`config.mk`:
```
export PLATFORM = sky130hd
export DESIGN_NAME = reg_scoreboard_flat
export DESIGN_NICKNAME = d
export VERILOG_FILES = /design/src/rtl/reg_scoreboard_pkg.sv /design/src/rtl/reg_scoreboard_if.sv /design/src/rtl/reg_scoreboard_arb.sv /design/src/rtl/reg_scoreboard.sv /design/src/flat_wrapper.sv
export SDC_FILE = /design/constraint.sdc
export NUM_CORES = 1
export LEC_CHECK = 0
export CORE_MARGIN = 2
export CORE_UTILIZATION = 50
export CTS_CLUSTER_DIAMETER = 30
export DETAILED_ROUTE_END_ITERATION = 10
export GPL_TIMING_DRIVEN = 0
export PLACE_DENSITY = 0.91
export SYNTH_ARGS = -nofsm -noshare
export SYNTH_HDL_FRONTEND = slang
export SYNTH_HIERARCHICAL = 1
export SYNTH_SLANG_ARGS = --single-unit
```
`constraint.sdc`:
```
create_clock -name clk -period 3.6 [get_ports clk]
set_input_delay 0.54 -clock clk [delete_from_list [all_inputs] [get_ports clk]]
set_output_delay 0.54 -clock clk [all_outputs]
set_load 0.02 [all_outputs]
```
`src/rtl/reg_scoreboard_pkg.sv`:
```
// Shared types and widths for the register-hazard scoreboard and its
// writeback arbiter.
package scoreboard_pkg;
  localparam int REG_IDX_W = 5;
  localparam int PEND_W    = 2;

  typedef enum logic {WB_EX = 1'b0, WB_MEM = 1'b1} wb_src_t;
  typedef logic [PEND_W-1:0] pend_t;
endpackage

```
`src/rtl/reg_scoreboard_if.sv`:
```
// Decode, writeback and register-file port bundle of the scoreboard.
interface reg_scoreboard_if #(
  parameter int BITSIZE = 32
);
  import scoreboard_pkg::*;

  logic                 id_req_i;
  logic [REG_IDX_W-1:0] id_rs1_i;
  logic [REG_IDX_W-1:0] id_rs2_i;
  logic                 id_rs1_used_i;
  logic                 id_rs2_used_i;
  logic [REG_IDX_W-1:0] id_rd_i;
  logic                 id_rd_used_i;
  logic                 id_issue_i;
  logic                 id_access_o;
  logic                 ex_wb_req_i;
  logic                 mem_wb_req_i;
  logic [REG_IDX_W-1:0] ex_wb_rd_i;
  logic [REG_IDX_W-1:0] mem_wb_rd_i;
  logic [BITSIZE-1:0]   ex_wb_data_i;
  logic [BITSIZE-1:0]   mem_wb_data_i;
  logic                 ex_wb_gnt_o;
  logic                 mem_wb_gnt_o;
  logic                 rf_we_o;
  logic [REG_IDX_W-1:0] rf_waddr_o;
  logic [BITSIZE-1:0]   rf_wdata_o;
  logic                 flush_i;
  logic [31:0]          stall_cnt_o;

  modport slave (
    input  id_req_i, id_rs1_i, id_rs2_i, id_rs1_used_i, id_rs2_used_i,
           id_rd_i, id_rd_used_i, id_issue_i,
           ex_wb_req_i, mem_wb_req_i, ex_wb_rd_i, mem_wb_rd_i,
           ex_wb_data_i, mem_wb_data_i, flush_i,
    output id_access_o, ex_wb_gnt_o, mem_wb_gnt_o,
           rf_we_o, rf_waddr_o, rf_wdata_o, stall_cnt_o
  );

  modport master (
    output id_req_i, id_rs1_i, id_rs2_i, id_rs1_used_i, id_rs2_used_i,
           id_rd_i, id_rd_used_i, id_issue_i,
           ex_wb_req_i, mem_wb_req_i, ex_wb_rd_i, mem_wb_rd_i,
           ex_wb_data_i, mem_wb_data_i, flush_i,
    input  id_access_o, ex_wb_gnt_o, mem_wb_gnt_o,
           rf_we_o, rf_waddr_o, rf_wdata_o, stall_cnt_o
  );
endinterface

```
`src/rtl/reg_scoreboard_arb.sv`:
```
// Two-requester round-robin arbiter; grant is combinational, the priority
// pointer moves to the loser whenever a grant is given.
module rr_arbiter2
  import scoreboard_pkg::*;
(
  input  logic       clk,
  input  logic       reset_i,
  input  logic [1:0] req_i,
  output logic [1:0] gnt_o,
  output wb_src_t    sel_o
);
  logic rr_q, rr_d;

  always_comb begin
    gnt_o = 2'b00;
    sel_o = WB_EX;
    rr_d  = rr_q;
    if (!reset_i) begin
      if (req_i[0] && (!req_i[1] || !rr_q)) begin
        gnt_o = 2'b01;
        sel_o = WB_EX;
        rr_d  = 1'b1;
      end else if (req_i[1]) begin
        gnt_o = 2'b10;
        sel_o = WB_MEM;
        rr_d  = 1'b0;
      end
    end
  end

  always_ff @(posedge clk) begin
    if (reset_i) rr_q <= 1'b0;
    else         rr_q <= rr_d;
  end
endmodule

```
`src/rtl/reg_scoreboard.sv`:
```
// Per-register pending-write scoreboard gating decode register access, plus
// the shared register-file write port fed by the EX/MEM writeback paths.
module reg_scoreboard
  import scoreboard_pkg::*;
#(
  parameter int BITSIZE = 32,
  parameter int NREGS   = 32,
  parameter int PEND_W  = scoreboard_pkg::PEND_W
) (
  input  logic             clk,
  input  logic             reset_i,
  reg_scoreboard_if.slave  bus
);
  localparam logic [PEND_W-1:0] PEND_MAX = {PEND_W{1'b1}};

  logic [PEND_W-1:0] pend_q [NREGS];
  logic [PEND_W-1:0] pend_d [NREGS];
  logic [31:0]       stall_q, stall_d;

  logic                 access;
  logic                 issue_fire;
  logic [1:0]           gnt;
  wb_src_t              sel;
  logic [REG_IDX_W-1:0] wb_rd;
  logic [BITSIZE-1:0]   wb_data;
  logic                 retire;

  rr_arbiter2 u_arb (
    .clk     (clk),
    .reset_i (reset_i),
    .req_i   ({bus.mem_wb_req_i, bus.ex_wb_req_i}),
    .gnt_o   (gnt),
    .sel_o   (sel)
  );

  always_comb begin
    wb_rd   = (sel == WB_MEM) ? bus.mem_wb_rd_i   : bus.ex_wb_rd_i;
    wb_data = (sel == WB_MEM) ? bus.mem_wb_data_i : bus.ex_wb_data_i;
    // Writes to x0 are consumed by the grant but never reach the file.
    retire  = (|gnt) && (wb_rd != '0);
  end

  assign bus.ex_wb_gnt_o  = gnt[0];
  assign bus.mem_wb_gnt_o = gnt[1];
  assign bus.rf_we_o      = retire;
  assign bus.rf_waddr_o   = wb_rd;
  assign bus.rf_wdata_o   = wb_data;

  always_comb begin
    access = bus.id_req_i && !reset_i;
    if (bus.id_rs1_used_i && bus.id_rs1_i != '0 && pend_q[bus.id_rs1_i] != '0) access = 1'b0;
    if (bus.id_rs2_used_i && bus.id_rs2_i != '0 && pend_q[bus.id_rs2_i] != '0) access = 1'b0;
    if (bus.id_rd_used_i  && bus.id_rd_i  != '0 && pend_q[bus.id_rd_i] == PEND_MAX) access = 1'b0;
    issue_fire = bus.id_issue_i && access && bus.id_rd_used_i && (bus.id_rd_i != '0);
  end

  assign bus.id_access_o = access;
  assign bus.stall_cnt_o = stall_q;

  always_comb begin
    logic inc, dec;
    inc    = 1'b0;
    dec    = 1'b0;
    pend_d = pend_q;
    for (int r = 1; r < NREGS; r++) begin
      inc = issue_fire && (bus.id_rd_i == REG_IDX_W'(r));
      dec = retire && (wb_rd == REG_IDX_W'(r));
      if (bus.flush_i)                          pend_d[r] = '0;
      else if (inc && !dec)                     pend_d[r] = pend_q[r] + 1'b1;
      else if (dec && !inc && pend_q[r] != '0)  pend_d[r] = pend_q[r] - 1'b1;
    end
  end

  always_comb begin
    stall_d = stall_q;
    if (bus.id_req_i && !access && stall_q != 32'hFFFF_FFFF) stall_d = stall_q + 32'd1;
  end

  always_ff @(posedge clk) begin
    if (reset_i) begin
      for (int r = 0; r < NREGS; r++) pend_q[r] <= '0;
      stall_q <= '0;
    end else begin
      pend_q  <= pend_d;
      stall_q <= stall_d;
    end
  end
endmodule

```
`src/flat_wrapper.sv`:
```
// flat-port wrapper written by rule: the top's interface ports become plain ports
module reg_scoreboard_flat import scoreboard_pkg::*;
#(
  parameter int BITSIZE = 32,
  parameter int NREGS   = 32,
  parameter int PEND_W  = scoreboard_pkg::PEND_W
)
  (clk, reset_i, bus_id_req_i, bus_id_rs1_i, bus_id_rs2_i, bus_id_rs1_used_i, bus_id_rs2_used_i, bus_id_rd_i, bus_id_rd_used_i, bus_id_issue_i, bus_ex_wb_req_i, bus_mem_wb_req_i, bus_ex_wb_rd_i, bus_mem_wb_rd_i, bus_ex_wb_data_i, bus_mem_wb_data_i, bus_flush_i, bus_id_access_o, bus_ex_wb_gnt_o, bus_mem_wb_gnt_o, bus_rf_we_o, bus_rf_waddr_o, bus_rf_wdata_o, bus_stall_cnt_o);
  reg_scoreboard_if #(.BITSIZE(BITSIZE)) bus_i ();
  input  logic clk;
  input  logic reset_i;
  input wire logic [$bits(bus_i.id_req_i)-1:0] bus_id_req_i;
  input wire logic [$bits(bus_i.id_rs1_i)-1:0] bus_id_rs1_i;
  input wire logic [$bits(bus_i.id_rs2_i)-1:0] bus_id_rs2_i;
  input wire logic [$bits(bus_i.id_rs1_used_i)-1:0] bus_id_rs1_used_i;
  input wire logic [$bits(bus_i.id_rs2_used_i)-1:0] bus_id_rs2_used_i;
  input wire logic [$bits(bus_i.id_rd_i)-1:0] bus_id_rd_i;
  input wire logic [$bits(bus_i.id_rd_used_i)-1:0] bus_id_rd_used_i;
  input wire logic [$bits(bus_i.id_issue_i)-1:0] bus_id_issue_i;
  input wire logic [$bits(bus_i.ex_wb_req_i)-1:0] bus_ex_wb_req_i;
  input wire logic [$bits(bus_i.mem_wb_req_i)-1:0] bus_mem_wb_req_i;
  input wire logic [$bits(bus_i.ex_wb_rd_i)-1:0] bus_ex_wb_rd_i;
  input wire logic [$bits(bus_i.mem_wb_rd_i)-1:0] bus_mem_wb_rd_i;
  input wire logic [$bits(bus_i.ex_wb_data_i)-1:0] bus_ex_wb_data_i;
  input wire logic [$bits(bus_i.mem_wb_data_i)-1:0] bus_mem_wb_data_i;
  input wire logic [$bits(bus_i.flush_i)-1:0] bus_flush_i;
  output wire logic [$bits(bus_i.id_access_o)-1:0] bus_id_access_o;
  output wire logic [$bits(bus_i.ex_wb_gnt_o)-1:0] bus_ex_wb_gnt_o;
  output wire logic [$bits(bus_i.mem_wb_gnt_o)-1:0] bus_mem_wb_gnt_o;
  output wire logic [$bits(bus_i.rf_we_o)-1:0] bus_rf_we_o;
  output wire logic [$bits(bus_i.rf_waddr_o)-1:0] bus_rf_waddr_o;
  output wire logic [$bits(bus_i.rf_wdata_o)-1:0] bus_rf_wdata_o;
  output wire logic [$bits(bus_i.stall_cnt_o)-1:0] bus_stall_cnt_o;
  assign bus_i.id_req_i = bus_id_req_i;
  assign bus_i.id_rs1_i = bus_id_rs1_i;
  assign bus_i.id_rs2_i = bus_id_rs2_i;
  assign bus_i.id_rs1_used_i = bus_id_rs1_used_i;
  assign bus_i.id_rs2_used_i = bus_id_rs2_used_i;
  assign bus_i.id_rd_i = bus_id_rd_i;
  assign bus_i.id_rd_used_i = bus_id_rd_used_i;
  assign bus_i.id_issue_i = bus_id_issue_i;
  assign bus_i.ex_wb_req_i = bus_ex_wb_req_i;
  assign bus_i.mem_wb_req_i = bus_mem_wb_req_i;
  assign bus_i.ex_wb_rd_i = bus_ex_wb_rd_i;
  assign bus_i.mem_wb_rd_i = bus_mem_wb_rd_i;
  assign bus_i.ex_wb_data_i = bus_ex_wb_data_i;
  assign bus_i.mem_wb_data_i = bus_mem_wb_data_i;
  assign bus_i.flush_i = bus_flush_i;
  assign bus_id_access_o = bus_i.id_access_o;
  assign bus_ex_wb_gnt_o = bus_i.ex_wb_gnt_o;
  assign bus_mem_wb_gnt_o = bus_i.mem_wb_gnt_o;
  assign bus_rf_we_o = bus_i.rf_we_o;
  assign bus_rf_waddr_o = bus_i.rf_waddr_o;
  assign bus_rf_wdata_o = bus_i.rf_wdata_o;
  assign bus_stall_cnt_o = bus_i.stall_cnt_o;
  reg_scoreboard #(.BITSIZE(BITSIZE), .NREGS(NREGS), .PEND_W(PEND_W)) u_core (.clk(clk), .reset_i(reset_i), .bus(bus_i));
endmodule
```
# ---- After elaboration in Yosys (flattened, before gate mapping)
# Cells that the tools add are included.
dict set report totals {
  inputBits 99
  ram_bits 0
  output_inout_bits 73
  rom_bits 0
  word_cells 557
  ff_bits 95
  latchBits 0
  memories 0
}
dict set report classes {
  n_mul 0
  muxes 84
  n_eq_ne 64
  addsub 63
  bitwise_logic 3
  n_div 0
  order_cmp 3
  shifts 0
  n_reduce_logical 307
}
# cell count
set ops {}
lappend ops {{1-bit logical AND} 169}
lappend ops {{5-bit == test (second input constant)} 32}
lappend ops {{2-bit 2-to-1 mux} 71}
lappend ops {{2-bit nonzero test} 65}
lappend ops {{5-bit by 4-bit == test with 1-bit output (second input constant)} 16}
lappend ops {{1-bit zero test} 66}
lappend ops {{2-bit by 1-bit adder with 2-bit output (second input constant)} 31}
lappend ops {{2-bit by 1-bit subtractor with 2-bit output (second input constant)} 31}
lappend ops {{5-bit by 3-bit == test with 1-bit output (second input constant)} 8}
lappend ops {{32-bit by 1-bit adder with 32-bit output (second input constant)} 1}
lappend ops {{32-bit 2-to-1 mux} 1}
lappend ops {{32-bit != test (second input constant)} 1}
lappend ops {{2-bit binary-select mux with 5-bit select} 3}
lappend ops {{5-bit by 2-bit == test with 1-bit output (second input constant)} 4}
lappend ops {{5-bit nonzero test} 4}
lappend ops {{6-bit >= comparator (second input constant)} 3}
lappend ops {{5-bit inverter with 6-bit output} 3}
lappend ops {{5-bit by 1-bit == test with 1-bit output (second input constant)} 2}
lappend ops {{1-bit 2-to-1 mux} 8}
lappend ops {{5-bit 2-to-1 mux} 1}
lappend ops {{2-bit OR reduction} 2}
lappend ops {{2-bit == test (second input constant)} 1}
lappend ops {{1-bit logical OR} 1}

# ---- Longest topological paths before layout
# Gate-level depths: netlist of the first run.
dict set report logic_depth {
  word_depth 18
  mapped_depth 12
  mapped_depth_nobuf 11
}

# ---- Hierarchy
# The synthesis of the first run kept the hierarchy.
# module seq_area_each_um2 area_per_inst_um2 instances cells_each
set by_module_without_submodules {}
lappend by_module_without_submodules {reg_scoreboard 1881.8 7218.2 1 923}
lappend by_module_without_submodules {rr_arbiter2 20.0 68.8 1 8}

# ---- Least setup slack after synthesis of the first run
# Ideal clock, no wire load.
dict set report synth_path {
  kind {input port to flip-flop}
  start {input port bus_ex_wb_req_i}
  end {register u_core/pend_q[58] (netlist bit)}
  arrival_time_ns 3.271
  setup_slack_ns 0.198
  required_ns 3.468
  setup_ns 0.132
  stages 12
  n_path_buf 1
  path_cell_list {nor2b_1 > nor3b_1 > clkbuf_1 > mux2i_1 > inv_1 > nor2_1 > a21oi_1 > nand2_1 > nor2_1 > nor4_1 > o21a_1 > nor3_1}
}
dict set report synth_via {
  elab_chain_cells 10
  elab_cells_between_ends 17
  cone_classes {eq/ne (1); mux (6); reduce/logical (10)}
}
# element line_no
set synth_rtl {}
lappend synth_rtl {{start: declaration} flat_wrapper.sv:20} ;# input wire logic [$bits(bus_i.ex_wb_req_i)-1:0] bus_ex_wb_req_i;
lappend synth_rtl {{1-bit logical AND (*)} reg_scoreboard_arb.sv:19} ;# if (req_i[0] && (!req_i[1] || !rr_q)) begin
lappend synth_rtl {{1-bit 2-to-1 mux (*)} reg_scoreboard_arb.sv:19}
lappend synth_rtl {{1-bit 2-to-1 mux (*)} reg_scoreboard_arb.sv:18} ;# if (!reset_i) begin
lappend synth_rtl {{via u_core.sel} reg_scoreboard.sv:23} ;# wb_src_t sel;
lappend synth_rtl {{5-bit 2-to-1 mux (*)} reg_scoreboard.sv:37} ;# wb_rd = (sel == WB_MEM) ? bus.mem_wb_rd_i : bus.ex_wb_rd_i;
lappend synth_rtl {{via bus_rf_waddr_o[2]} flat_wrapper.sv:31} ;# output wire logic [$bits(bus_i.rf_waddr_o)-1:0] bus_rf_waddr_o;
lappend synth_rtl {{5-bit nonzero test} reg_scoreboard.sv:40} ;# retire = (|gnt) && (wb_rd != '0);
lappend synth_rtl {{1-bit logical AND} reg_scoreboard.sv:40}
lappend synth_rtl {{1-bit logical AND (*)} reg_scoreboard.sv:67} ;# dec = retire && (wb_rd == REG_IDX_W'(r));
lappend synth_rtl {{1-bit zero test / 1-bit logical AND (equally long branches)} {reg_scoreboard.sv:69, reg_scoreboard.sv:70}}
lappend synth_rtl {{1-bit logical AND (on tied branches)} {reg_scoreboard.sv:69, reg_scoreboard.sv:70}}
lappend synth_rtl {{2-bit 2-to-1 mux / 2-bit nonzero test (equally long branches)} n/a}
lappend synth_rtl {{end signal: assignment} reg_scoreboard.sv:84} ;# pend_q <= pend_d;
lappend synth_rtl {{end: declaration} reg_scoreboard.sv:16} ;# logic [PEND_W-1:0] pend_q [NREGS];
# Mark *: on every way through the listed nets, which the timed path passes. The rest lies on a longest branch.
# A chain may end at the register's enable or synchronous reset.

# ---- Worst setup path after layout of the first run
dict set report layout_path {
  start {input port bus_id_rs2_i[1]}
  end {register u_core.stall_q[7] (netlist: u_core/bus.stall_cnt_o[7])}
}
dict set report layout_via {
  elab_chain_cells 11
  elab_cells_between_ends 13
  cone_classes {mux (5); bitwise (1); reduce/logical (7)}
}
# element line_no
set layout_rtl {}
lappend layout_rtl {{start: declaration} flat_wrapper.sv:14} ;# input wire logic [$bits(bus_i.id_rs2_i)-1:0] bus_id_rs2_i;
lappend layout_rtl {{5-bit inverter with 6-bit output (not written as such)} reg_scoreboard.sv:52} ;# if (bus.id_rs2_used_i && bus.id_rs2_i != '0 && pend_q[bus.id_rs2_i] != '0) access = 1'b0;
lappend layout_rtl {{2-bit binary-select mux with 5-bit select} reg_scoreboard.sv:52}
lappend layout_rtl {{2-bit 2-to-1 mux (not written as such) (2 in a row)} reg_scoreboard.sv:52}
lappend layout_rtl {{2-bit nonzero test} reg_scoreboard.sv:52}
lappend layout_rtl {{1-bit logical AND (*)} reg_scoreboard.sv:52}
lappend layout_rtl {{1-bit 2-to-1 mux (*)} reg_scoreboard.sv:52}
lappend layout_rtl {{1-bit 2-to-1 mux (*)} reg_scoreboard.sv:53} ;# if (bus.id_rd_used_i && bus.id_rd_i != '0 && pend_q[bus.id_rd_i] == PEND_MAX) access = 1'b0;
lappend layout_rtl {{1-bit zero test (*)} reg_scoreboard.sv:76} ;# if (bus.id_req_i && !access && stall_q != 32'hFFFF_FFFF) stall_d = stall_q + 32'd1;
lappend layout_rtl {{1-bit logical AND (*) (2 in a row)} reg_scoreboard.sv:76}
lappend layout_rtl {{end signal: assignment} reg_scoreboard.sv:85} ;# stall_q <= stall_d;
lappend layout_rtl {{end: declaration} reg_scoreboard.sv:18} ;# logic [31:0] stall_q, stall_d;
# Every way passes the cells marked *; elsewhere a longest branch is shown, timed or not. The select of a mux whose other input is x is not followed.

==> run summary, run 1 <==
The flow ran to the end, but the final reports show violations. The checks that failed: negative setup slack. Port buffering added 167 buffers.

Final HPWL from detailed placement: 22.06 mm. The run gives 0.3653 as the global-route usage over all layers. The fraction of registers with async set or reset after synthesis is 0, and the synthesis-to-finish area growth is 36.07%. After detailed placement, the total cell area comes to 9189 um2. The tools report the number of clock buffers inserted by TritonCTS as 9. The post-synthesis mux area share was 0.1022; the fraction of the core area covered by cells at the end of the flow was 0.6901. For this run, the top clock speed supported by timing is 0.2757 GHz. In the final routed layout, each cell accounts on average for 22.56 um. The category of the worst setup path launch point is an input pin. In this run the vertical extent of the chip is 124.7 um.

The placeable core area is 14370 um2, and the total nets after synthesis is 1031. Across the routed clock network, the largest skew measured is 0.01341 ns. Entering global routing, the biggest net connects 17 pins.

The portion of the post-synthesis area used by sequential elements came out at 0.2610. Setup repair after global routing could not meet its margin everywhere. Across the run, the number of max-cap violations was 0. The cell that appears most often on the critical path is sky130_fd_sc_hd__nand4_1. The critical path in this run is classified as input pin to flop. The proportion of layout cells with a drive suffix above 1 is 0.1491, and the number of H-tree branching levels is 3. For the final max-slew violation count, the log shows 0.

The congestion estimate from routability-driven global placement came to 1.121. The pin slew with the least headroom to its limit works out to 0.8655 ns. The fraction of the mapped netlist area in compound gates is 0.2589, and the final cell area excluding filler cells is 9916 um2. The worst setup path is captured at a flop. At the worst endpoint, the required time is 3.88 ns. The number of diodes added for antenna fixing was 0. The tools report the worst max-slew margin expressed relative to the limit as 0.4209.

The share of the clock period used by the worst path after layout was 1.008. IR analysis of the VDD net gives a maximum drop of 0.2675 mV. In this run the power spent charging and discharging nets is 0.8418 mW. After detailed routing, the total wire length is 29.58 mm.

Synthesis produced 931 cells. In this run the static leakage power is 3.095 nW. The number of buffers and inverters on the critical path is 4.

In the final design database the tool counted 1222 nets. The tools report the setup total negative slack as -0.07522 ns. TritonCTS built the clock tree. For the combinational share of power, the log shows 0.249. Global-route wire length before repair: 44.90 mm.

The buffer type at the clock tree root was sky130_fd_sc_hd__clkbuf_16. The switching power share of the total came out at 0.3085. Once placement completed, the tool counted placed cells totaling 1282. The clock share of power was 0.363; the setup-violating endpoint count in the final report was 3. For the starting utilization of the core area, the log shows 0.5071. In this run, distinct cell masters in the synthesized netlist total 70.

The signal on the critical path passes through clkdlybuf4s50_1 -> buf_4 -> buf_6 -> nor4b_1 -> a311o_1 -> o221ai_1 -> nand4_1 -> nand4_1 -> buf_2 -> o211ai_1 -> or3_1 -> a21oi_1. After synthesis, the largest family of logic cells by area is simple AND/OR/NAND/NOR gates. The power per standard cell area is 275.2 nW/um2, and the total number of placement rows is 44. The XOR/XNOR share of the synthesized area was 0.03245; the maximum fanout encountered on the critical timing path was 10. The number of standard cells in the final layout excluding fillers was 1311; the simple logic cell fraction of the synthesized area was 0.2917.

The number of antenna violations at the first check in global routing is 0. Adder-cell share of the synthesized area: 0.001717. For this run, design rule violations remaining after detail routing come to 0.

The die is 124.7 um wide. The biggest cell delay along the critical path is 0.50 ns. Dividing the detail-routed via count by the number of cells gives 6.746. The post-CTS clock slew at the launch and capture registers of the worst setup and hold paths works out to 0.07 ns. For the worst flop-to-flop path, the logic depth is 9. The logs give 172 for the boundary pin count and 15560 um2 for the overall die area. The worst path in the final design needs a cycle of 3.628 ns, including I/O delays and setup.

At the worst endpoint, the arrival time is 3.91 ns. The tools report the number of global-route vias before repair as 8209. The overall power of the completed layout is 2.729 mW, and the final worst hold slack is 0.5011 ns. The detailed router finished its first iteration with 1163 violations.

After synthesis the netlist holds a flip-flop and latch count of 95. Worst-case setup slack after placement: -1.312 ns. The final route contains 8844 vias. The internal power of the cells totals 1.887 mW.

The logs give 0.388 for the power share of the sequential group and 7287 um2 for the summed instance area of the synthesized netlist. For this run the aggregate overflow at the end of global routing stands at 0. The count of clock tree sinks is 95.

The most used flip-flop cell after synthesis is sky130_fd_sc_hd__dfxtp_1. The run gives 0 as the hold violation total from the final report. The cell depth of the worst setup path came out at 12. The cell with the biggest individual delay on the critical path was sky130_fd_sc_hd__buf_2. The clock passes through at most 2 buffers.

At the later pin of the worst-skew pair, clock insertion delay measures 0.36 ns. Counting instances, the worst hold path has a depth of 2. For this run, the number of Yosys warnings is 6. The dominant delay contributor by cell family on the critical path was buffers and inverters. In this run the worst hold path is classified as flop to flop. Yosys mapped a number of flops with a built-in enable equal to 0.

Buffers inserted to repair hold after CTS numbered 0. The post-detailed-route count of antenna-violating nets was 0; the average cell area after synthesis was 7.827 um2. The number of optimization iterations in the first detailed-route pass came out at 6.

The register-to-register setup slack was 0.27 ns. The final worst-path setup slack came out at -0.02771 ns.
## synth_stat cells (all sizes together) (8+ instances only)
cell    count  area share
mux2i       8       0.011
o21ai      45       0.031
buf        27       0.022
xnor2      21       0.025
inv        29       0.015
nand2      92       0.047
nand3      43       0.030
nor3       35       0.027
mux2       33       0.051
a21oi      58       0.040
or4        11       0.011
or3        17       0.015
or2        11      0.0098
dfxtp      95        0.26
clkbuf     30       0.015
o211ai     20       0.021
nor4b       9       0.011
o31ai      11       0.011
nand2b      9      0.0077
o311a      17       0.023
nor4       23       0.029
mux4       13       0.040
nor2       85       0.044
a211oi     54       0.056
nand4      14       0.012
nor2b      10      0.0086
## layout by cell type, fill, tap and decap left out, types with 13 or more instances in the layout
cell type / netlist / layout
sky130_fd_sc_hd__clkdlybuf4s50_1: 0 / 162
sky130_fd_sc_hd__nand3_1: 43 / 42
sky130_fd_sc_hd__nor2_1: 85 / 81
sky130_fd_sc_hd__a211oi_1: 54 / 51
sky130_fd_sc_hd__nand2_1: 92 / 92
sky130_fd_sc_hd__mux4_2: 13 / 13
sky130_fd_sc_hd__buf_4: 2 / 19
sky130_fd_sc_hd__o21ai_0: 44 / 42
sky130_fd_sc_hd__o311a_1: 17 / 17
sky130_fd_sc_hd__mux2_2: 33 / 33
sky130_fd_sc_hd__inv_1: 29 / 28
sky130_fd_sc_hd__a21oi_1: 58 / 58
sky130_fd_sc_hd__nor3_1: 30 / 26
sky130_fd_sc_hd__or3_1: 17 / 17
sky130_fd_sc_hd__o211ai_1: 20 / 20
sky130_fd_sc_hd__xnor2_1: 21 / 21
sky130_fd_sc_hd__dfxtp_1: 95 / 95
sky130_fd_sc_hd__clkbuf_1: 30 / 23
sky130_fd_sc_hd__nand4_1: 14 / 14
## routing by layer
metal	share of wire	vias up	track usage
met5	0	-	0
met4	0.050	0	0.1804
met3	0.12	114	0.08634
met2	0.46	674	0.5953
met1	0.37	4095	0.4525
li1	-	3961	-
## cell type report
class	count	area, um2
timing repair buffer	181	1784
clock buffer	10	229.0
buffer	56	324.1
fill	1203	4453
multi-input combinational	750	5266
inverter	29	108.9
tap	184	230.2
sequential	95	1902
clock inverter	6	71.32
## kinds of logic after synthesis
family	count (synthesis)
AND/OR/NAND/NOR	396
AO/OA/AOI/OAI	272
flip-flops	95
buffers and inverters	86
multiplexers	54
XOR/XNOR	27
adder cells (fa/ha/maj)	1
## registers in the layout, indices dropped and copies added (netlist names)
name and flops:
u_core/u_arb/rr_q 1, u_core/pend_q 62, u_core/bus.stall_cnt_o 32
## repair_timing
item                                   in CTS  in global routing
endpoints found under the hold margin       0                  0
pin swaps                                   6                  4
setup endpoints to repair                 123                 82
gates resized for setup                    36                 51
buffers inserted                            5                  9
## worst paths after layout
path,start,end
hold / removal,u_core/bus.stall_cnt_o[5],u_core/bus.stall_cnt_o[5]
setup reg to reg,u_core/pend_q[10],u_core/bus.stall_cnt_o[7]
hold reg to reg,u_core/bus.stall_cnt_o[5],u_core/bus.stall_cnt_o[5]
setup / recovery,bus_id_rs2_i[1],u_core/bus.stall_cnt_o[7]
## worst min-delay path: stages, from the launching register on
cell and delay [ns]:
sky130_fd_sc_hd__dfxtp_1 0.32, sky130_fd_sc_hd__o21ai_0 0.07, sky130_fd_sc_hd__a21oi_1 0.06
## power by group through the flow
| stage | registers (mW) | clock network [mW] | logic (mW) |
|---|---|---|---|
| final | 1.06 | 0.991 | 0.680 |
| after global routing | 1.06 | 1.03 | 0.705 |
| after CTS | 1.06 | 0.990 | 0.629 |
| after detailed placement | 1.08 | 0 | 0.602 |
| after global placement | 1.08 | 0 | 0.599 |
| after floorplan | 1.08 | 0 | 0.306 |
(Power assumes the default switching activity.)
==> inputs of run 2 (changes only) <==
Settings changed: CORE_MARGIN 2 to 1, SLEW_MARGIN from default to 20.
==> run 2 against run 1 <==
Effect of this change: global-route usage rose by 4.2 points; critical path type unchanged; critical path depth did not move; the flow still finishes with violations (negative setup slack); clock power fell by 3.4%.
==> run summary, run 2 (synthesis results as in run 1) <==
The most numerous cell on the critical path is sky130_fd_sc_hd__buf_4. Launching point of the worst reg2reg path: u_core/pend_q[11]. In the routed layout, each cell is associated on average with a via count of 6.895. The number of flip-flops in the largest register was 62; the worst IR drop on VDD was 0.2170 mV. Prior to clock tree synthesis, the placed netlist has a worst setup slack of -1.308 ns. After detailed routing, the average wire length per cell comes to 23.81 um. Setup total negative slack: -0.005750 ns. Static timing analysis puts the maximum clock frequency at 0.2773 GHz. The global-route wire length before repair was 46.34 mm. The remaining global-route overflow was 0.

The proportion of layout cells with a drive suffix above 1 was 0.1558; the post-detailed-route count of antenna-violating nets was 0. Traced cell by cell, the critical path runs through clkdlybuf4s50_1 -> clkbuf_4 -> buf_4 -> a21oi_1 -> a2111o_1 -> nand4_1 -> buf_4 -> buf_4 -> nand3_1 -> nor4b_1 -> a211oi_1 -> a211oi_1. The final reports fail on negative setup slack.

The first detailed-routing pass took 6 iterations. The die covers 15060 um2. For this block, the routed nets add up to 31.19 mm of wire. Clock tree synthesis selected as its root buffer the cell sky130_fd_sc_hd__clkbuf_16. The die span in y came out at 122.7 um.

The tools report the number of standard cells in the final layout excluding fillers as 1310. After floorplanning, the core was sized to cover 14040 um2. The share of the clock period used by the worst path after layout is 1.002. Overall power consumption after layout is estimated at 2.708 mW.

Measured in cells, the most critical reg-to-reg path has a length of 11. The met1 track demand over resource came out at 0.4806. Data on the critical path arrives at its endpoint at 3.88 ns.

Global routing's busiest layer: met2. The run gives 1225 as the number of nets in the layout. The clock latency on the worst-skew pair was 0.36 ns.

The congestion estimate from routability-driven global placement came to 1.037. Power spread over the standard cell area amounts to 271.8 nW/um2. Number of clock buffers inserted by TritonCTS: 9. The worst setup path is of the input pin to flop kind. Number of antenna violations at the first check in global routing: 0. In this run the horizontal extent of the chip is 122.7 um. Of all nets on the critical path, the largest fanout is 10. Total DRC errors in the routed layout: 0.

The setup-violating endpoint count in the final report was 1; the met2 layer usage reported by global route was 0.6886. Leaving out fill and tap cells, the most frequent cell in the layout is sky130_fd_sc_hd__clkdlybuf4s50_1. The global-route usage over all layers came out at 0.4078.

TritonCTS built the clock tree. For the met3 global-route usage, the log shows 0.07807. The worst hold path begins at u_core/bus.stall_cnt_o[27]. The post-route minimum period is 3.606 ns, and the final max-slew violation count is 0. STA classifies the critical path endpoint as a flop. The logs give 1004 for the count of routing violations after the opening detailed-route iteration and 0.01563 ns for the largest clock skew in the final design. For the final worst-path setup slack, the log shows -0.005750 ns. The run finished, with violations left. At the worst endpoint, the required time is 3.87 ns.

The capture instance of the worst register-to-register path was u_core/bus.stall_cnt_o[7]. The synthesis-to-finish area growth is 36.74%, and the biggest cell delay along the critical path is 0.76 ns. The run gives 43 as the total number of placement rows.

The category of the worst setup path launch point was an input pin. Worst max-slew margin expressed relative to the limit: 0.3444. Class of the tightest hold or removal check: flop to flop.

For hold timing, the worst endpoint is u_core/bus.stall_cnt_o[27]. The post-CTS clock slew at the launch and capture registers of the worst setup and hold paths was 0.07 ns. Leaving out fill and tap cells, the most frequent cells in the layout are sky130_fd_sc_hd__clkdlybuf4s50_1, sky130_fd_sc_hd__dfxtp_1, sky130_fd_sc_hd__nand2_1. In this run the count of I/O pins placed on the die edge is 172.

Port buffering added 167 buffers. Entering global routing, the biggest net connects 19 pins. The pin slew with the least headroom to its limit is 0.9798 ns.

For the starting utilization of the core area, the log shows 0.5189. The logs give 0.7096 for the fraction of the core area covered by cells at the end of the flow and 0 for the hold violation total from the final report. The count of clock tree sinks was 95; the max-capacitance violation count was 0. The cell with the biggest individual delay on the critical path was sky130_fd_sc_hd__nor4b_1. Setup slack on the worst reg-to-reg path comes out at 0.47 ns. More flip-flops sit in one register than any other, and that register is u_core/pend_q. Number of global-route vias before repair: 8499.

Setup repair after global routing could not meet its margin everywhere. The number of antenna diodes in the final layout is 0. In this run, post-CTS hold repair placed 0 buffers.

In this run the number of H-tree levels came out at 3. After legalization and detailed placement, the total HPWL measured 23.00 mm. The total via count in the routed design was 9032. Once placement completed, the tool counted placed cells totaling 1278.

After filler insertion, the fill cell instance count of the layout stands at 1119. The leakage power is 3.125 nW, and the maximum clock insertion buffer count is 2. Along the worst hold path, the cell count comes to 2.
## run 2: cell count changes in the layout (fill, tap and decap cells not counted), moves of 2 or more
cell and change:
sky130_fd_sc_hd__a211oi_1 -4, sky130_fd_sc_hd__a211oi_2 +4, sky130_fd_sc_hd__buf_2 +2, sky130_fd_sc_hd__clkbuf_1 -2, sky130_fd_sc_hd__clkbuf_4 +2, sky130_fd_sc_hd__inv_6 +2
sky130_fd_sc_hd__nor4_2 -2
## run 2: where the power goes
group	leakage [nW]	internal, mW	total (mW)	switching [mW]
Combinational	2.22	0.293	0.695	0.402
Clock	0.139	0.483	0.957	0.474
Sequential	0.765	1.05	1.06	0.00359
Total	3.12	1.83	2.71	0.879
## run 2: cell type report
class | count | area (um2) | area share
buffer | 56 | 324.1 | 0.03252
clock buffer | 9 | 225.2 | 0.02260
inverter | 29 | 108.9 | 0.01092
sequential | 95 | 1902 | 0.1909
tap | 180 | 225.2 | 0.02260
timing repair buffer | 184 | 1810 | 0.1817
multi-input combinational | 750 | 5306 | 0.5325
clock inverter | 7 | 62.56 | 0.006278
## run 2: critical path, delay by kind of cell
kind,cells,cell delay (ns)
AOI/OAI and AO/OA,4,0.83
and+or+nand+nor,3,1.29
buffers and inverters,5,1.20
## run 2: timing repair
item | 4_1_cts | 5_1_grt
setup endpoints to repair | 130 | 115
pin swaps | 4 | 6
gates cloned | 0 | 1
buffers inserted | 5 | 11
resized for setup | 33 | 63
## run 2: routing by layer
metal	share of wire	wire, um	vias up
met5	0	0	-
met4	0.048	1495	0
met3	0.11	3395	123
met2	0.48	14820	694
met1	0.37	11480	4243
li1	-	-	3972
## run 2: worst max path at each step
stage | slack (ns) | startpoint | to
CTS | -0.25 | bus_ex_wb_req_i | bus_rf_we_o
floorplan | 0.20 | bus_ex_wb_req_i | u_core/pend_q[58]
global placement | -1.25 | bus_ex_wb_req_i | bus_rf_we_o
detailed placement | -1.31 | bus_ex_wb_req_i | u_core/pend_q[57]
global route | -0.03 | bus_id_rs2_i[1] | u_core/pend_q[48]
finish | -0.006 | bus_id_rs2_i[1] | u_core/pend_q[48]
## run 2: per-stage QoR
| step | hold slack [ns] | area [um2] |
|---|---|---|
| after global placement | 0.4824 | 9184 |
| after CTS | 0.5136 | 9609 |
| final | 0.5168 | 9965 |
| after floorplan | 0.4709 | 7287 |
| after global routing | 0.5459 | 9965 |
| after detailed placement | 0.5025 | 9184 |
==> inputs of run 3 (changes only) <==
Settings changed: MAX_ROUTING_LAYER from default to met4, RECOVER_POWER from default to 100, SLEW_MARGIN 20 to 30.
==> run 3 against run 2 <==
Effect of this change: the run now ends clean; first-iteration DRC count increased by 8.0%; final cell count about the same; non-clock buffer count fell by 1; clock skew decreased by 0.0059 ns; via count fell by 2.5%; sequential share of layout area rose by 0.15 points; hold slack worse by 0.0042 ns; die area did not move; register-to-register slack got worse by 0.08 ns; clock-buffer cell count increased by 1; utilization is 0.56 points lower.
==> run summary, run 3 (synthesis results as in run 1) <==
The library cell used most frequently in the layout, excluding fill and tap cells, is sky130_fd_sc_hd__clkdlybuf4s50_1. In this run the static leakage power is 3.242 nW. In this run the worst path has a maximum fanout of 10. In this design, the stage delay of the slowest critical-path cell is 0.55 ns. The number of hold buffers added after CTS was 0. The run gives 0 as the number of antenna violations at the first check in global routing. The worst setup path is launched from an input pin. Global routing's busiest layer: met2.

The cell depth of the worst flop-to-flop path is 10. The logs give 0 for the setup-violating endpoint count in the final report and 22.52 mm for the final HPWL from detailed placement. The proportion of layout cells with a drive suffix above 1 works out to 0.1523.

Across the whole layout, storage elements account for 1902 um2. The logs give 30.17 mm for the total wire length after detailed routing and 0.36 ns for the clock latency on the worst-skew pair. The maximum clock insertion buffer count is 2.

In this run the core area contains 43 standard-cell rows. The tools report the worst hold path startpoint as u_core/bus.stall_cnt_o[13]. The tools report the capture instance of the worst register-to-register path as u_core/bus.stall_cnt_o[17]. The run gives 14040 um2 as the placeable core area. The buffer type at the clock tree root is sky130_fd_sc_hd__clkbuf_16. Entering global routing, the biggest net connects 18 pins. For this design, the sink count on the clock tree is 95.

The logs give 0 for the total DRC errors in the routed layout and 8390 for the number of global-route vias before repair. Final max-slew violation count: 0. The max-capacitance violation count is 0. The H-tree was split into 3 levels. The logs give 0 for the hold violation total from the final report and 45.89 mm for the global-route wire length before repair. The run finished with clean final reports. From left edge to right edge, the die measures 122.7 um. The die covers 15060 um2. Summing over every cut layer, the via total after detailed routing is 8805. The worst IR drop on VDD was 0.2368 mV. The starting utilization of the core area is 0.5189, and the synthesis-to-finish area growth is 35.66%.

The signal on the critical path passes through clkdlybuf4s50_1 -> nor2b_1 -> nor3b_2 -> clkbuf_8 -> clkbuf_1 -> mux2_2 -> clkdlybuf4s50_1. For the pin with the worst max-slew slack, the measured transition is 0.9230 ns. The power per standard cell area is 279.6 nW/um2, and the number of diodes added for antenna fixing is 0.

The logs give 0.7040 for the fraction of the core area covered by cells at the end of the flow and 0.009737 ns for the largest clock skew in the final design. For hold timing, the worst endpoint is u_core/bus.stall_cnt_o[13]. The logs give 1.090 for the placer congestion estimate and 7 for the number of optimization iterations in the first detailed-route pass. The count of nets left with antenna violations once routing finished came out at 0. TritonCTS built the clock tree. The floorplan step set the die height to 122.7 um.

The met2 layer usage reported by global route is 0.6601, and the met1 track demand over resource is 0.4970. Dividing the detail-routed via count by the number of cells gives 6.727. STA puts the critical path data arrival time at 3.01 ns. Ranked by flip-flop count, first place goes to u_core/pend_q. For this run, the top clock speed supported by timing is 0.2819 GHz. The multi-input logic area was 5192 um2; the met3 global-route usage was 0.06924. Clock-pin slew was measured on the worst setup and hold paths at 0.07 ns. The detailed router finished its first iteration with 1084 violations. The most numerous cell on the critical path was sky130_fd_sc_hd__clkdlybuf4s50_1. Worst setup path category: input pin to output port.

The tools report the launching point of the worst reg2reg path as u_core/bus.stall_cnt_o[10]. The total overflow left after global routing is 0. Share of the clock period used by the worst path after layout: 0.9852. The number of clock buffers inserted by TritonCTS was 9. The number of flip-flops in the largest register came out at 62.

Buffers placed on the I/O ports in this run total 167. Subtracting the final worst setup slack from the clock period gives 3.547 ns. The top cell types in the final layout, fill and taps aside, are sky130_fd_sc_hd__clkdlybuf4s50_1, sky130_fd_sc_hd__dfxtp_1, sky130_fd_sc_hd__nand2_1. The worst register-to-register path has a setup slack of 0.39 ns. The worst max-slew margin expressed relative to the limit is 0.3824, and the final worst hold slack is 0.5126 ns. STA puts the critical path data required time at 3.06 ns.

The number of inserted filler cells in the final layout is 1127. The number of cells on the worst hold path works out to 2. In this run the worst hold path is classified as flop to flop. Dividing the detail-routed wire length by the instance count gives 23.05 um.

In the final design database the tool counted 1224 nets. The slowest stage of the critical path is the sky130_fd_sc_hd__clkdlybuf4s50_1 cell. The logs give 0.4171 for the global-route usage over all layers and 172 for the boundary pin count.

The critical path endpoint category was an output port.
[run 3: worst max path at each step]
stage	slack [ns]	endpoint	start
6_report	0.05	bus_rf_wdata_o[29]	bus_ex_wb_req_i
5_1_grt	-0.05	u_core/pend_q[55]	bus_id_rs1_i[0]
4_1_cts	-0.13	bus_rf_we_o	bus_ex_wb_req_i
3_5_place_dp	-1.28	u_core/pend_q[57]	bus_ex_wb_req_i
3_3_place_gp	-1.28	bus_rf_we_o	bus_ex_wb_req_i
2_1_floorplan	0.20	u_core/pend_q[58]	bus_ex_wb_req_i
[run 3: critical path: cells and delay by family]
kind | cells | cell delay, ns
buffers and inverters | 4 | 1.66
muxes | 1 | 0.43
and+or+nand+nor | 2 | 0.38
[run 3: repair_timing]
item / 4_1_cts / 5_1_grt
pin swaps: 4 / 3
buffers inserted: 4 / 11
gates resized for setup: 32 / 56
gates cloned: 0 / 1
setup endpoints to repair: 118 / 86
[run 3: final cells by class]
| class | instances | share of cell area |
|---|---|---|
| Buffer | 56 | 0.03291 |
| Clock buffer | 10 | 0.02417 |
| Clock inverter | 6 | 0.007594 |
| Inverter | 29 | 0.01101 |
| Multi-Input combinational cell | 750 | 0.5253 |
| Sequential cell | 95 | 0.1924 |
| Tap cell | 180 | 0.02278 |
| Timing Repair Buffer | 183 | 0.1839 |
[run 3: metrics by stage]
| step | std cells | TNS [ns] | power [mW] | instance area, um2 | setup WS, ns |
|---|---|---|---|---|---|
| 2_1_floorplan | 931 | 0 | 1.390 | 7287 | 0.1975 |
| 3_5_place_dp | 1278 | -73.58 | 1.681 | 9184 | -1.277 |
| 6_report | 1309 | 0 | 2.764 | 9886 | 0.05313 |
| 5_1_grt | 1309 | -0.08568 | 2.836 | 9886 | -0.05187 |
| 4_1_cts | 1297 | -0.8955 | 2.725 | 9630 | -0.1311 |
| 3_3_place_gp | 1278 | -71.27 | 1.678 | 9184 | -1.284 |
[run 3: routing by layer]
metal / vias to the layer above / wire, um
met5: - / 0
met3: 120 / 3300
met4: 0 / 1809
met2: 662 / 13860
li1: 3951 / -
met1: 4072 / 11200
[run 3: where the power goes]
group	leakage (nW)	switching [mW]	internal, mW
sequential	0.765	0.00364	1.05
combinational	2.32	0.382	0.285
clock	0.152	0.470	0.571
total	3.24	0.855	1.91
